==> src/rtl/output_writeback.sv <==
`default_nettype none
// ============================================================================
// Module  : output_writeback
// Brief   : Captures top_chip output words into a FIFO and drains them to the
//           external-memory write port with incrementing word addresses.
// Revision: 1.0 - initial release
// ============================================================================
module output_writeback #(
  parameter int IO_DATA_WIDTH      = 8,
  parameter int FEATURE_MAP_WIDTH  = 1024,
  parameter int FEATURE_MAP_HEIGHT = 1024,
  parameter int OUTPUT_NB_CHANNELS = 64,
  parameter int MEM_BW             = 128,
  parameter int FIFO_DEPTH         = 8,
  parameter int ADDR_WIDTH         = 32
) (
  input  logic                  clk,
  input  logic                  arst_in,
  input  logic                  start,
  input  logic [ADDR_WIDTH-1:0] base_addr,
  input  logic [MEM_BW-1:0]     out,
  input  logic                  output_valid,
  output logic [MEM_BW-1:0]     mem_wr_data,
  output logic [ADDR_WIDTH-1:0] mem_wr_addr,
  output logic                  mem_wr_valid,
  input  logic                  mem_wr_ready,
  output logic                  busy,
  output logic                  done,
  output logic                  overflow,
  output logic                  excess
);

  localparam int c_NB_WORDS = FEATURE_MAP_WIDTH * FEATURE_MAP_HEIGHT *
                              OUTPUT_NB_CHANNELS * IO_DATA_WIDTH / MEM_BW;
  localparam int c_CW = $clog2(c_NB_WORDS + 1);
  localparam int c_PW = $clog2(FIFO_DEPTH);
  localparam int c_FW = c_PW + 1;

  localparam logic [1:0] c_S_IDLE    = 2'd0;
  localparam logic [1:0] c_S_COLLECT = 2'd1;
  localparam logic [1:0] c_S_DONE    = 2'd2;

  logic [1:0]            r_state;
  logic [ADDR_WIDTH-1:0] r_base;
  logic [c_CW-1:0]       r_cap_cnt;
  logic [c_CW-1:0]       r_wr_cnt;
  logic                  r_overflow;
  logic                  r_excess;
  logic [c_PW-1:0]       r_rd_ptr;
  logic [c_PW-1:0]       r_wr_ptr;
  logic [c_FW-1:0]       r_fill;
  logic [MEM_BW-1:0]     r_mem_data [FIFO_DEPTH];
  // Each entry carries its capture index so drops leave address holes.
  logic [c_CW-1:0]       r_mem_idx  [FIFO_DEPTH];

  logic            w_collect;
  logic            w_empty;
  logic            w_full;
  logic            w_pop;
  logic            w_cap;
  logic            w_push;
  logic            w_drop;
  logic            w_excess;
  logic [c_CW-1:0] w_wr_cnt_nxt;
  logic [c_CW-1:0] w_head_idx;

  assign w_collect    = (r_state == c_S_COLLECT);
  assign w_empty      = (r_fill == '0);
  assign w_full       = (r_fill == c_FW'(FIFO_DEPTH));
  assign w_pop        = w_collect && !w_empty && mem_wr_ready;
  assign w_cap        = w_collect && output_valid && (r_cap_cnt < c_CW'(c_NB_WORDS));
  assign w_push       = w_cap && (!w_full || w_pop);
  assign w_drop       = w_cap && !w_push;
  assign w_excess     = output_valid &&
                        ((w_collect && (r_cap_cnt == c_CW'(c_NB_WORDS))) ||
                         (r_state == c_S_DONE));
  assign w_wr_cnt_nxt = r_wr_cnt + c_CW'(w_pop) + c_CW'(w_drop);
  assign w_head_idx   = mem_wr_valid ? r_mem_idx[r_rd_ptr] : r_wr_cnt;

  assign mem_wr_valid = w_collect && !w_empty;
  assign mem_wr_data  = r_mem_data[r_rd_ptr];
  assign mem_wr_addr  = r_base + ADDR_WIDTH'(w_head_idx);
  assign busy         = w_collect;
  assign done         = (r_state == c_S_DONE);
  assign overflow     = r_overflow;
  assign excess       = r_excess;

  always_ff @(posedge clk or posedge arst_in) begin
    if (arst_in) begin
      r_state    <= c_S_IDLE;
      r_base     <= '0;
      r_cap_cnt  <= '0;
      r_wr_cnt   <= '0;
      r_overflow <= 1'b0;
      r_excess   <= 1'b0;
      r_rd_ptr   <= '0;
      r_wr_ptr   <= '0;
      r_fill     <= '0;
    end else begin
      if (w_push) r_wr_ptr <= r_wr_ptr + 1'b1;
      if (w_pop)  r_rd_ptr <= r_rd_ptr + 1'b1;
      r_fill <= r_fill + c_FW'(w_push) - c_FW'(w_pop);
      case (r_state)
        c_S_IDLE: begin
          if (start) begin
            r_state    <= c_S_COLLECT;
            r_base     <= base_addr;
            r_cap_cnt  <= '0;
            r_wr_cnt   <= '0;
            r_overflow <= 1'b0;
            r_excess   <= 1'b0;
          end
        end
        c_S_COLLECT: begin
          if (w_cap)    r_cap_cnt  <= r_cap_cnt + c_CW'(1);
          if (w_drop)   r_overflow <= 1'b1;
          if (w_excess) r_excess   <= 1'b1;
          r_wr_cnt <= w_wr_cnt_nxt;
          // Look ahead so done lands one cycle after the final accept.
          if (w_wr_cnt_nxt == c_CW'(c_NB_WORDS)) r_state <= c_S_DONE;
        end
        c_S_DONE: begin
          if (w_excess) r_excess <= 1'b1;
          r_state <= c_S_IDLE;
        end
        default: r_state <= c_S_IDLE;
      endcase
    end
  end

  always_ff @(posedge clk or posedge arst_in) begin
    if (arst_in) begin
      for (int i = 0; i < FIFO_DEPTH; i++) begin
        r_mem_data[i] <= '0;
        r_mem_idx[i]  <= '0;
      end
    end else if (w_push) begin
      r_mem_data[r_wr_ptr] <= out;
      r_mem_idx[r_wr_ptr]  <= r_cap_cnt;
    end
  end

endmodule
`default_nettype wire

==> config.mk <==
export PLATFORM = sky130hd
export DESIGN_NAME = output_writeback
export DESIGN_NICKNAME = d
export VERILOG_FILES = /design/src/rtl/output_writeback.sv
export SDC_FILE = /design/constraint.sdc
export NUM_CORES = 2
export LEC_CHECK = 0
export BUFFER_PORTS_ARGS = -buffer_cell sky130_fd_sc_hd__buf_2
export CORE_MARGIN = 1.5
export CORE_UTILIZATION = 60
export CTS_CLUSTER_DIAMETER = 120
export DETAILED_ROUTE_END_ITERATION = 8
export PLACE_DENSITY = 0.79
export SLEW_MARGIN = 40
export SYNTH_ARGS = -nofsm -noshare
export SYNTH_HDL_FRONTEND = slang
export SYNTH_SLANG_ARGS = --single-unit
==> constraint.sdc <==
create_clock -name clk -period 126.7 [get_ports clk]
set_input_delay 25.34 -clock clk [delete_from_list [all_inputs] [get_ports clk]]
set_output_delay 25.34 -clock clk [all_outputs]
set_load 0.01 [all_outputs]
==> metrics <==
fillers 6646; Vias/cell 6.208; synthesized cell area 59760 sq um; CTS buffer count 136; Synth Area per Inst 15.53 sq um; drt wl/cell 24.06 um; Die Width 318.6 um; Die Ht 318.6 um; CP dominant cell by count o21ai_0; CTS sink count 1300; H-tree levels 4; top-area cell type share of the netlist area 0.5444; Post-CTS Setup Inserts 0; Initial DRT Pass Iterations 5; CTS tree done; Yosys cell types 69; commonest non-fill, non-tap cell in the layout dfrtp_1; CTS resizes 0; final setup vio count 0; post-route clock skew 0.02530 ns; final worst path period need 30.91 ns; die area 101500 sq um; P_leak 29.68 nW; Buf+Inv Stages, Crit Path 3; Routed WL 132.5 mm; pwr/cell area 26.32 nW/um^2; critical path data required time 101.36 ns; Fin. Hold Viols 0; P&R area growth vs syn 12.53%; clock edge transition at the registers on the reported setup and hold paths 0.05 ns; slowest cell delay on critical path 0.69 ns; leading area contributor after synthesis dfrtp_1; Final Worst Setup Slack 95.79 ns; first-pass GRT wire length 212.8 mm; pre-CTS WS 96.54 ns; critical path cell sequence buf_12 > buf_6 > mux4_2 > mux2i_1 > o21ai_0 > ha_1 > nand2_1 > o21ai_0 > nand3_1 > a2111oi_0 > nor2_1 > a21oi_1 > xor2_1 > buf_2; I/O pin total 330; share of layout cells above drive strength 1 0.5070; period utilisation layout 0.2439; vias in the first global route 36870; Final #Nets 4313; clk_lat worst skew 0.74 ns; CP endpoint kind output pin; Overflow after GRT 0; f_max 32.35 MHz; routability cong. 0.8412; sequential area share after synthesis 0.5444; hold path depth 1; critical path class flip-flop to output pin; largest net degree at the start of global routing 119; outcome complete, no violations; routed vias 34180; total core area 98560 sq um; Hold Path Class flip-flop to flip-flop; ANT nets after route 0; Stages on worst setup path 14; Util after Layout 0.6823; Slowest cell on crit path dfrtp_4; YS warnings 0; Setup TNS 0 ns; fin. max-slew vios 0; Register-to-Register Path Depth 16; Initial Util 0.6063; total of max-cap violations 0; Post-synth EDFFs 0; RSZ-0062 raised after global routing false; num rows 115; Synthesized Nets 4053; clock buffer depth 3; hpwl dp 76.90 mm; total power 1.770 mW; Hold Buf Count CTS 0; initial antenna violation count 26; worst rel slew slack 0.4297; CP startpoint kind flip-flop; DRC Markers 0; DR iter-0 viols 2054; Post-Synthesis Cells 3847; Post-synth top flop dfrtp_1; most frequent cells in the layout 1297 x dfrtp_1, 1211 x mux2_2, 329 x buf_2; Max Fanout on Critical Path 66; maximum vdd drop 0.01948 mV; ranking of synthesized cells by area dfrtp_1 54%, mux2_2 23%, mux4_2 11%; Buffers on Ports 329; worst slew pin tran 0.8509 ns; Synth Register Bits 1300; async set-reset flop share out of synthesis 1.000; CTS root buf clkbuf_16; CP top delay family compound AO/OA/AOI/OAI gates; CP Data Arrival Time 5.57 ns; gr usage total 0.2675
==> Yosys cell counts, types with 3 or more instances <==
library cell,n
a211oi_1,5
a21boi_0,3
a21o_1,8
a21oi_1,39
a31oi_1,12
and2_1,7
and3_1,10
buf_1,46
buf_2,70
buf_4,28
buf_6,5
clkbuf_1,122
dfrtp_1,1300
fa_1,3
ha_1,38
inv_1,28
mux2_1,142
mux2_2,1211
mux2i_1,26
mux4_2,302
nand2_1,98
nand2b_1,6
nand3_1,24
nand4_1,11
nand4b_1,5
nor2_1,60
nor2b_1,10
nor3_1,11
nor4_1,5
o211ai_1,3
o21a_1,7
o21ai_0,90
o21bai_1,4
o31ai_1,5
or3_1,7
or4_1,3
xnor2_1,24
xor2_1,28
==> sequential cells by signal (all words and copies together) (netlist names) <==
| register | flops |
|---|---|
| excess | 1 |
| overflow | 1 |
| r_base | 32 |
| r_cap_cnt | 23 |
| r_fill | 4 |
| r_mem_data | 1024 |
| r_mem_idx | 184 |
| r_rd_ptr | 3 |
| r_state | 2 |
| r_wr_cnt | 23 |
| r_wr_ptr | 3 |
==> where the power goes <==
group / switching [mW] / internal (mW) / total [mW]
Sequential: 0.0949 / 0.592 / 0.687
Clock: 0.162 / 0.246 / 0.408
Combinational: 0.288 / 0.387 / 0.675
==> cells by family after synthesis <==
family	synth area share
buffers and inverters	0.02278
AND/OR/NAND/NOR	0.02337
XOR/XNOR	0.007621
multiplexers	0.3731
AO/OA/AOI/OAI	0.01975
adder cells (fa/ha/maj)	0.008962
flip-flops	0.5444
==> path summary, 6_finish.rpt <==
| kind | slack, ns | endpoint | startpoint |
|---|---|---|---|
| worst max-delay path | 95.79 | mem_wr_addr[25] | r_rd_ptr[1] |
| worst min-delay path | 0.48 | r_mem_data[805] | r_mem_data[805] |
| worst max register to register | 121.77 | r_state[0] | r_state[1] |
| max in group asynchronous | 98.76 | r_mem_data[837] | arst_in |
| worst min register to register | 0.48 | r_mem_data[805] | r_mem_data[805] |
| min in group asynchronous | 24.70 | r_base[2] | arst_in |
==> area by class of cell <==
| class | count | area [sq um] | area share |
|---|---|---|---|
| Sequential cell | 1300 | 32540 | 0.4839 |
| Multi-Input combinational cell | 2246 | 25890 | 0.3850 |
| Timing Repair Buffer | 394 | 2447 | 0.03639 |
| Clock inverter | 31 | 460.4 | 0.006847 |
| Clock buffer | 213 | 4161 | 0.06188 |
| Tap cell | 1287 | 1610 | 0.02395 |
| Antenna cell | 5 | 12.51 | 0.0001861 |
| Inverter | 29 | 121.4 | 0.001805 |
==> per-stage QoR <==
stage                     instances  hold WS (ns)  cell area [sq um]
after global routing           5504        0.5002              67240
after floorplan                3847        0.4446              59760
after CTS                      5500        0.4837              67220
after detailed placement       5256        0.4661              62600
final                          5505        0.4831              67250
after global placement         5246        0.4568              62270
==> metal layers <==
metal / share of wire / track usage / wire, um
met1: 0.43 / 0.3636 / 56910
met2: 0.50 / 0.4415 / 66480
met3: 0.046 / 0.05196 / 6049
met4: 0.021 / 0.07804 / 2798
met5: 0.0016 / 0 / 211
Note: power is estimated with default switching activity, not from simulation.
